**src/rtl/axi_store_buffer_if.sv**
```systemverilog
// AXI write-channel bundle (AW/W/B) between the store buffer and the bus.
//   master : store buffer side, drives AW/W payload + valids and bready
//   slave  : interconnect side, drives awready/wready and the B channel
interface axi_store_buffer_if;
  logic [3:0]  awid;
  logic [31:0] awaddr;
  logic [7:0]  awlen;
  logic [2:0]  awsize;
  logic [1:0]  awburst;
  logic [1:0]  awlock;
  logic [3:0]  awcache;
  logic [2:0]  awprot;
  logic        awvalid;
  logic        awready;

  logic [3:0]  wid;
  logic [31:0] wdata;
  logic [3:0]  wstrb;
  logic        wlast;
  logic        wvalid;
  logic        wready;

  logic [3:0]  bid;
  logic [1:0]  bresp;
  logic        bvalid;
  logic        bready;

  modport master (
    output awid, awaddr, awlen, awsize, awburst, awlock, awcache, awprot, awvalid,
    input  awready,
    output wid, wdata, wstrb, wlast, wvalid,
    input  wready,
    input  bid, bresp, bvalid,
    output bready
  );

  modport slave (
    input  awid, awaddr, awlen, awsize, awburst, awlock, awcache, awprot, awvalid,
    output awready,
    input  wid, wdata, wstrb, wlast, wvalid,
    output wready,
    output bid, bresp, bvalid,
    input  bready
  );
endinterface

```
**src/rtl/axi_store_buffer.sv**
```systemverilog
// Posted write buffer for uncached single-word stores.
// Stores are accepted in one cycle into a circular FIFO and drained in order
// as single-beat AXI writes. The head entry stays buffered until its B
// response arrives, so hazard checks cover in-flight stores too.
// Ports:
//   clk, rstn            clock, asynchronous active-low reset
//   st_valid/st_ready    store request handshake from the cache
//   st_addr/data/strb    store byte address, lane-aligned data, byte enables
//   chk_addr / chk_hit   load address probe; hit if a buffered word matches
//   empty                nothing buffered or in flight
//   axi                  AXI write channels (master modport)
module axi_store_buffer #(
  parameter int unsigned DEPTH  = 4,
  parameter logic [3:0]  AXI_ID = 4'd1
) (
  input  logic        clk,
  input  logic        rstn,
  input  logic        st_valid,
  output logic        st_ready,
  input  logic [31:0] st_addr,
  input  logic [31:0] st_data,
  input  logic [3:0]  st_strb,
  input  logic [31:0] chk_addr,
  output logic        chk_hit,
  output logic        empty,
  axi_store_buffer_if.master axi
);

  localparam int unsigned AW = $clog2(DEPTH);
  localparam logic [AW:0] FULL_CNT = {1'b1, {AW{1'b0}}};
  localparam logic [AW:0] ONE_CNT  = {{AW{1'b0}}, 1'b1};

  typedef enum logic [1:0] {IDLE, SEND, RESP} state_t;

  state_t state_q, state_d;
  logic   awvalid_q, awvalid_d;
  logic   wvalid_q, wvalid_d;
  logic   bready_q, bready_d;

  logic [AW-1:0]  wr_ptr, rd_ptr;
  logic [AW:0]    count;
  logic [DEPTH-1:0] valid_q;
  logic [31:0]    addr_q [DEPTH];
  logic [31:0]    data_q [DEPTH];
  logic [3:0]     strb_q [DEPTH];

  logic push, pop;
  logic [DEPTH-1:0] hit_vec;

  assign st_ready = (count != FULL_CNT);
  assign empty    = (count == '0);
  assign push     = st_valid && st_ready;
  assign pop      = (state_q == RESP) && axi.bvalid && bready_q;

  // FIFO bookkeeping
  always_ff @(posedge clk or negedge rstn) begin
    if (!rstn) begin
      wr_ptr  <= '0;
      rd_ptr  <= '0;
      count   <= '0;
      valid_q <= '0;
    end else begin
      if (push) begin
        wr_ptr          <= wr_ptr + 1'b1;
        valid_q[wr_ptr] <= 1'b1;
      end
      if (pop) begin
        rd_ptr          <= rd_ptr + 1'b1;
        valid_q[rd_ptr] <= 1'b0;
      end
      if (push && !pop)
        count <= count + 1'b1;
      else if (pop && !push)
        count <= count - 1'b1;
    end
  end

  // Entry payload needs no reset; valid_q qualifies it.
  always_ff @(posedge clk) begin
    if (push) begin
      addr_q[wr_ptr] <= st_addr;
      data_q[wr_ptr] <= st_data;
      strb_q[wr_ptr] <= st_strb;
    end
  end

  // Issue FSM
  always_ff @(posedge clk or negedge rstn) begin
    if (!rstn) begin
      state_q   <= IDLE;
      awvalid_q <= 1'b0;
      wvalid_q  <= 1'b0;
      bready_q  <= 1'b0;
    end else begin
      state_q   <= state_d;
      awvalid_q <= awvalid_d;
      wvalid_q  <= wvalid_d;
      bready_q  <= bready_d;
    end
  end

  always_comb begin
    state_d   = state_q;
    awvalid_d = awvalid_q;
    wvalid_d  = wvalid_q;
    bready_d  = bready_q;
    unique case (state_q)
      IDLE: begin
        if (count != '0) begin
          state_d   = SEND;
          awvalid_d = 1'b1;
          wvalid_d  = 1'b1;
        end
      end
      SEND: begin
        // AW and W complete independently; a channel stays low once done.
        awvalid_d = awvalid_q && !axi.awready;
        wvalid_d  = wvalid_q && !axi.wready;
        if (!awvalid_d && !wvalid_d) begin
          state_d  = RESP;
          bready_d = 1'b1;
        end
      end
      RESP: begin
        if (pop) begin
          bready_d = 1'b0;
          // Entries left after this pop, including a same-cycle push.
          if (count > ONE_CNT || push) begin
            state_d   = SEND;
            awvalid_d = 1'b1;
            wvalid_d  = 1'b1;
          end else begin
            state_d = IDLE;
          end
        end
      end
      default: begin
        state_d   = IDLE;
        awvalid_d = 1'b0;
        wvalid_d  = 1'b0;
        bready_d  = 1'b0;
      end
    endcase
  end

  // Hazard detection over every valid entry, including the in-flight head
  for (genvar g = 0; g < DEPTH; g++) begin : g_hit
    assign hit_vec[g] = valid_q[g] && (addr_q[g][31:2] == chk_addr[31:2]);
  end
  assign chk_hit = |hit_vec;

  // AXI outputs
  assign axi.awid    = AXI_ID;
  assign axi.awaddr  = addr_q[rd_ptr];
  assign axi.awlen   = '0;
  assign axi.awsize  = 3'b010;
  assign axi.awburst = 2'b01;
  assign axi.awlock  = '0;
  assign axi.awcache = '0;
  assign axi.awprot  = '0;
  assign axi.awvalid = awvalid_q;
  assign axi.wid     = AXI_ID;
  assign axi.wdata   = data_q[rd_ptr];
  assign axi.wstrb   = strb_q[rd_ptr];
  assign axi.wlast   = 1'b1;
  assign axi.wvalid  = wvalid_q;
  assign axi.bready  = bready_q;

  // Response ID/status and the byte offset of the probe are not needed.
  logic unused_bits;
  assign unused_bits = ^{axi.bid, axi.bresp, chk_addr[1:0]};

endmodule

```
**src/flat_wrapper.sv**
```systemverilog
// flat-port wrapper written by rule: the top's interface ports become plain ports
module axi_store_buffer_flat 
#(
  parameter int unsigned DEPTH  = 4,
  parameter logic [3:0]  AXI_ID = 4'd1
)
  (clk, rstn, st_valid, st_ready, st_addr, st_data, st_strb, chk_addr, chk_hit, empty, axi_awid, axi_awaddr, axi_awlen, axi_awsize, axi_awburst, axi_awlock, axi_awcache, axi_awprot, axi_awvalid, axi_awready, axi_wid, axi_wdata, axi_wstrb, axi_wlast, axi_wvalid, axi_wready, axi_bid, axi_bresp, axi_bvalid, axi_bready);
  axi_store_buffer_if axi_i ();
  input  logic clk;
  input  logic rstn;
  input  logic st_valid;
  output logic st_ready;
  input  logic [31:0] st_addr;
  input  logic [31:0] st_data;
  input  logic [3:0] st_strb;
  input  logic [31:0] chk_addr;
  output logic chk_hit;
  output logic empty;
  output wire logic [$bits(axi_i.awid)-1:0] axi_awid;
  output wire logic [$bits(axi_i.awaddr)-1:0] axi_awaddr;
  output wire logic [$bits(axi_i.awlen)-1:0] axi_awlen;
  output wire logic [$bits(axi_i.awsize)-1:0] axi_awsize;
  output wire logic [$bits(axi_i.awburst)-1:0] axi_awburst;
  output wire logic [$bits(axi_i.awlock)-1:0] axi_awlock;
  output wire logic [$bits(axi_i.awcache)-1:0] axi_awcache;
  output wire logic [$bits(axi_i.awprot)-1:0] axi_awprot;
  output wire logic [$bits(axi_i.awvalid)-1:0] axi_awvalid;
  input wire logic [$bits(axi_i.awready)-1:0] axi_awready;
  output wire logic [$bits(axi_i.wid)-1:0] axi_wid;
  output wire logic [$bits(axi_i.wdata)-1:0] axi_wdata;
  output wire logic [$bits(axi_i.wstrb)-1:0] axi_wstrb;
  output wire logic [$bits(axi_i.wlast)-1:0] axi_wlast;
  output wire logic [$bits(axi_i.wvalid)-1:0] axi_wvalid;
  input wire logic [$bits(axi_i.wready)-1:0] axi_wready;
  input wire logic [$bits(axi_i.bid)-1:0] axi_bid;
  input wire logic [$bits(axi_i.bresp)-1:0] axi_bresp;
  input wire logic [$bits(axi_i.bvalid)-1:0] axi_bvalid;
  output wire logic [$bits(axi_i.bready)-1:0] axi_bready;
  assign axi_awid = axi_i.awid;
  assign axi_awaddr = axi_i.awaddr;
  assign axi_awlen = axi_i.awlen;
  assign axi_awsize = axi_i.awsize;
  assign axi_awburst = axi_i.awburst;
  assign axi_awlock = axi_i.awlock;
  assign axi_awcache = axi_i.awcache;
  assign axi_awprot = axi_i.awprot;
  assign axi_awvalid = axi_i.awvalid;
  assign axi_i.awready = axi_awready;
  assign axi_wid = axi_i.wid;
  assign axi_wdata = axi_i.wdata;
  assign axi_wstrb = axi_i.wstrb;
  assign axi_wlast = axi_i.wlast;
  assign axi_wvalid = axi_i.wvalid;
  assign axi_i.wready = axi_wready;
  assign axi_i.bid = axi_bid;
  assign axi_i.bresp = axi_bresp;
  assign axi_i.bvalid = axi_bvalid;
  assign axi_bready = axi_i.bready;
  axi_store_buffer #(.DEPTH(DEPTH), .AXI_ID(AXI_ID)) u_core (.clk(clk), .rstn(rstn), .st_valid(st_valid), .st_ready(st_ready), .st_addr(st_addr), .st_data(st_data), .st_strb(st_strb), .chk_addr(chk_addr), .chk_hit(chk_hit), .empty(empty), .axi(axi_i));
endmodule
```
**config.mk**
```make
export PLATFORM = sky130hd
export DESIGN_NAME = axi_store_buffer_flat
export DESIGN_NICKNAME = d
export VERILOG_FILES = /design/src/rtl/axi_store_buffer_if.sv /design/src/rtl/axi_store_buffer.sv /design/src/flat_wrapper.sv
export SDC_FILE = /design/constraint.sdc
export NUM_CORES = 1
export LEC_CHECK = 0
export ABC_CLOCK_PERIOD_IN_PS = 2900
export BUFFER_PORTS_ARGS = -buffer_cell sky130_fd_sc_hd__buf_2
export CAP_MARGIN = 5
export CORE_MARGIN = 4
export CORE_UTILIZATION = 30
export CTS_BUF_LIST = sky130_fd_sc_hd__clkbuf_8
export DETAILED_ROUTE_END_ITERATION = 12
export MAX_ROUTING_LAYER = met4
export SLEW_MARGIN = 20
export SYNTH_ARGS = -nofsm -noshare
export SYNTH_HDL_FRONTEND = slang
export SYNTH_SLANG_ARGS = --single-unit
```
**constraint.sdc**
```tcl
create_clock -name clk -period 2.9 [get_ports clk]
set_clock_uncertainty 0.05 [all_clocks]
set_input_delay 0.145 -clock clk [delete_from_list [all_inputs] [get_ports clk]]
set_output_delay 0.145 -clock clk [all_outputs]
set_load 0.01 [all_outputs]
```
==> summary.txt <==
Worst setup path
  – CP max FO: 29
  – Worst Path Required: 2.71 ns
  – Cell Chain, Critical Path: buf_4, mux4_2, buf_2
  – Worst setup EP type: output port
  – Reg2reg end: u_core.data_q[2][24]$_DFFE_PP_
  – Largest stage delay, worst path: 0.87 ns
  – Worst Setup Path Type: reg2out
  – CP top delay family: flip-flops
  – Buf+Inv Stages, Crit Path: 2
  – R2R Path Start: u_core.count[0]$_DFFE_PN0P_
  – Worst setup SP type: flop
  – Slowest stage cell, crit path: dfrtp_4
  – R2R Setup Slk: 0.75 ns
  – Crit path DAT: 2.49 ns
  – R2R cell count: 5

Final layout
  – Layout cells sized above 1: 0.336
  – Sequential cell area: 8580 µm²
  – P&R area growth vs syn: 25.3%
  – Layout net count: 1060
  – Fin util: 0.384
  – Fillers: 3796
  – Multi-input gate area: 3420 µm²

Global routing
  – Vias in the first global route: 7363
  – Initial antenna violation count: 2
  – Grt total ovfl: 0
  – Gr usage total: 0.140
  – Largest net degree at the start of global routing: 38
  – Global-route wire length before repair: 45200 µm

Flow run
  – Max_cap viols: 0

Timing
  – Slew margin rel.: 0.432
  – Max-slew violations: 0
  – Final Critical Period: 2.68 ns
  – Final period util: 0.925
  – TNS Setup: 0 ns
  – RSZ-0062 raised after global routing: false
  – Hold Vio Cnt, Final: 0
  – Final setup viols: 0
  – Fmax: 0.373 GHz
  – Worst-Margin Slew: 0.849 ns

Synth
  – Number of enable flip-flop cells after synthesis: 272
  – Synthesized area per cell: 18.9 µm²
  – Post-synth top flop: edfxtp_1
  – Netlist cell types: 32
  – Post-synth top area cell: edfxtp_1
  – Synth top area share: 0.663
  – Seq cells post-synth: 288
  – Yosys warns: 0
  – Largest cells by area after synthesis: edfxtp_1 66%, mux4_2 12%, xnor2_1 5.6%
  – Seq/Total Area, Yosys: 0.695
  – Share of flip-flops with an asynchronous set or reset: 0.0556
  – Mapped Area: 12300 µm²
  – Gate Count Post-Synth: 651

Power and ir drop
  – Maximum vdd drop: 0.570 mV
  – Pint: 9.49 mW
  – Pwr/cell area: 900 nW/µm²
  – Sw Share: 0.318
  – Seq pwr share: 0.435
  – Power, Total: 13.9 mW
  – NetSw: 4.42 mW
  – Clock network fraction of design power: 0.244
  – Cell leakage power: 5.47 nW
  – Comb pwr share: 0.321

Clock network
  – Clk buf depth: 3
  – Clk_lat worst skew: 0.57 ns
  – CTS sink cnt: 288
  – TritonCTS clock tree: yes
  – CTS Root Cell: clkbuf_8
  – Clock transition at the registers of the reported paths: 0.05 ns
  – H-tree depth: 2
  – CTS Buf Count: 49

Floorplan
  – Total core area: 40200 µm²
  – Die Wd: 211 µm
  – Core Rows: 73
  – Num ports: 217
  – Die footprint: 44400 µm²
  – Die Height: 211 µm
  – Initial core utilization: 0.307

Placed design
  – Port buffer count: 177
  – DP HPWL: 20800 µm
  – GPL Wtd Cong: 0.804

Worst hold path
  – Hold depth: 5
  – Hold path start: st_valid
  – Hold EP: u_core.axi.wvalid$_DFFE_PN0P_
  – Min-delay worst type: in2reg

Drt
  – DRT iter0 DRCs: 343
  – Via density per instance: 4.51
  – Drc violations: 0
  – Wire per inst: 20.3 µm
  – DRT Pass-1 Iters: 4
  – Via count: 6734
  – ANT nets after route: 0
  – Routed wire length: 30400 µm

Outcome
  – Outcome: complete, no violations
cell usage in the layout (no fill, tap or decap), drive strengths merged, types with 6 or more instances in the layout:
cell type    netlist  layout
inv               10      26
clkbuf            20      50
dlygate4sd3        0      75
conb               2      31
mux4              68      68
nor4              16      16
o21ai              6       6
nand2             10      10
xnor2             79      79
dfrtp             16      16
edfxtp           272     272
ha                13      13
clkinv             0      13
buf               44     193
xor2              46      46
nand4             25      25
worst register-to-register path, cell delays in order, from the launching register on:
cell and delay [ns]:
dfrtp_1 0.43, inv_1 0.09, ha_1 0.21, nand2_1 0.18
and3_4 0.47, buf_4 0.37
kinds of logic after synthesis:
family	after synthesis	synth area share
mux	69	0.125
buf+inv	74	0.0376
flops	288	0.695
xor+xnor	125	0.0889
fa+ha+maj	13	0.0132
compound gates	16	0.00914
simple gates	64	0.0301
other cells	2	0.000610
power by group through the flow:
stage	clock network, mW	registers [mW]	logic, mW
after global placement	0	6.11	4.47
final	3.40	6.05	4.46
after floorplan	0	5.86	2.93
after detailed placement	0	6.14	4.47
after global routing	3.73	6.15	4.86
after CTS	3.54	6.07	4.60
what timing repair did:
item | in CTS | in global routing
buffers inserted | 0 | 0
hold buffers | 75 | 0
setup endpoints to repair | 0 | 0
gates resized for setup | 0 | 0
endpoints found under the hold margin | 293 | 0
state kept, by name, summed over array words and instances, names as in the netlist:
signal	flops
u_core.axi.wvalid	1
u_core.wr_ptr	2
u_core.axi.awvalid	1
u_core.rd_ptr	2
u_core.strb_q	16
u_core.data_q	128
u_core.state_q	2
u_core.count	3
u_core.axi.bready	1
u_core.addr_q	128
u_core.valid_q	4
worst max-delay path by stage:
stage / start / endpoint / cells after the start
after floorplan: u_core.count[0]$_DFFE_PN0P_ / u_core.addr_q[0][0]$_DFFE_PP_ / 4
final: u_core.rd_ptr[0]$_DFFE_PN0P_ / axi_awaddr[21] / 3
after global routing: u_core.rd_ptr[0]$_DFFE_PN0P_ / axi_awaddr[22] / 3
after CTS: u_core.rd_ptr[0]$_DFFE_PN0P_ / axi_awaddr[27] / 3
after detailed placement: u_core.count[0]$_DFFE_PN0P_ / u_core.data_q[2][29]$_DFFE_PP_ / 5
after global placement: u_core.count[0]$_DFFE_PN0P_ / u_core.data_q[2][29]$_DFFE_PP_ / 5
routing by layer:
layer / global-route usage / routed length, µm / vias to the layer above
li1: - / - / 3061
met1: 0.167 / 12100 / 3385
met2: 0.228 / 15200 / 240
met3: 0.0426 / 2410 / 48
met4: 0.0485 / 717 / 0
met5: - / 0 / -
cells in the mapped netlist (all sizes together) (2+ instances only):
library cell,n
o21ai,6
conb,2
buf,44
ha,13
nand4,25
nor2b,2
inv,10
xor2,46
and3,5
nand3b,2
a2bb2oi,4
clkbuf,20
a21oi,2
mux4,68
o21bai,2
dfrtp,16
nor4,16
xnor2,79
edfxtp,272
nand2,10
nor2,3
area by class of cell:
class,count,share of cell area
timing repair buffer,268,0.120
multi-input combinational,318,0.221
antenna,3,0.000486
inverter,10,0.00243
clock buffer,50,0.0446
sequential,288,0.555
tap,525,0.0425
clock inverter,32,0.0130
stage by stage:
stage / hold WS (ns) / setup slack, ns / area, µm² / cells
2_1_floorplan: -0.201 / 0.654 / 12400 / 680
3_3_place_gp: 0.0603 / 0.731 / 13800 / 1334
3_5_place_dp: 0.0589 / 0.735 / 13800 / 1334
4_1_cts: 0.00322 / 0.0834 / 15400 / 1491
5_1_grt: 0.0605 / 0.0439 / 15400 / 1493
6_report: 0.0711 / 0.217 / 15400 / 1494
Power figures use the tool's default switching activity.
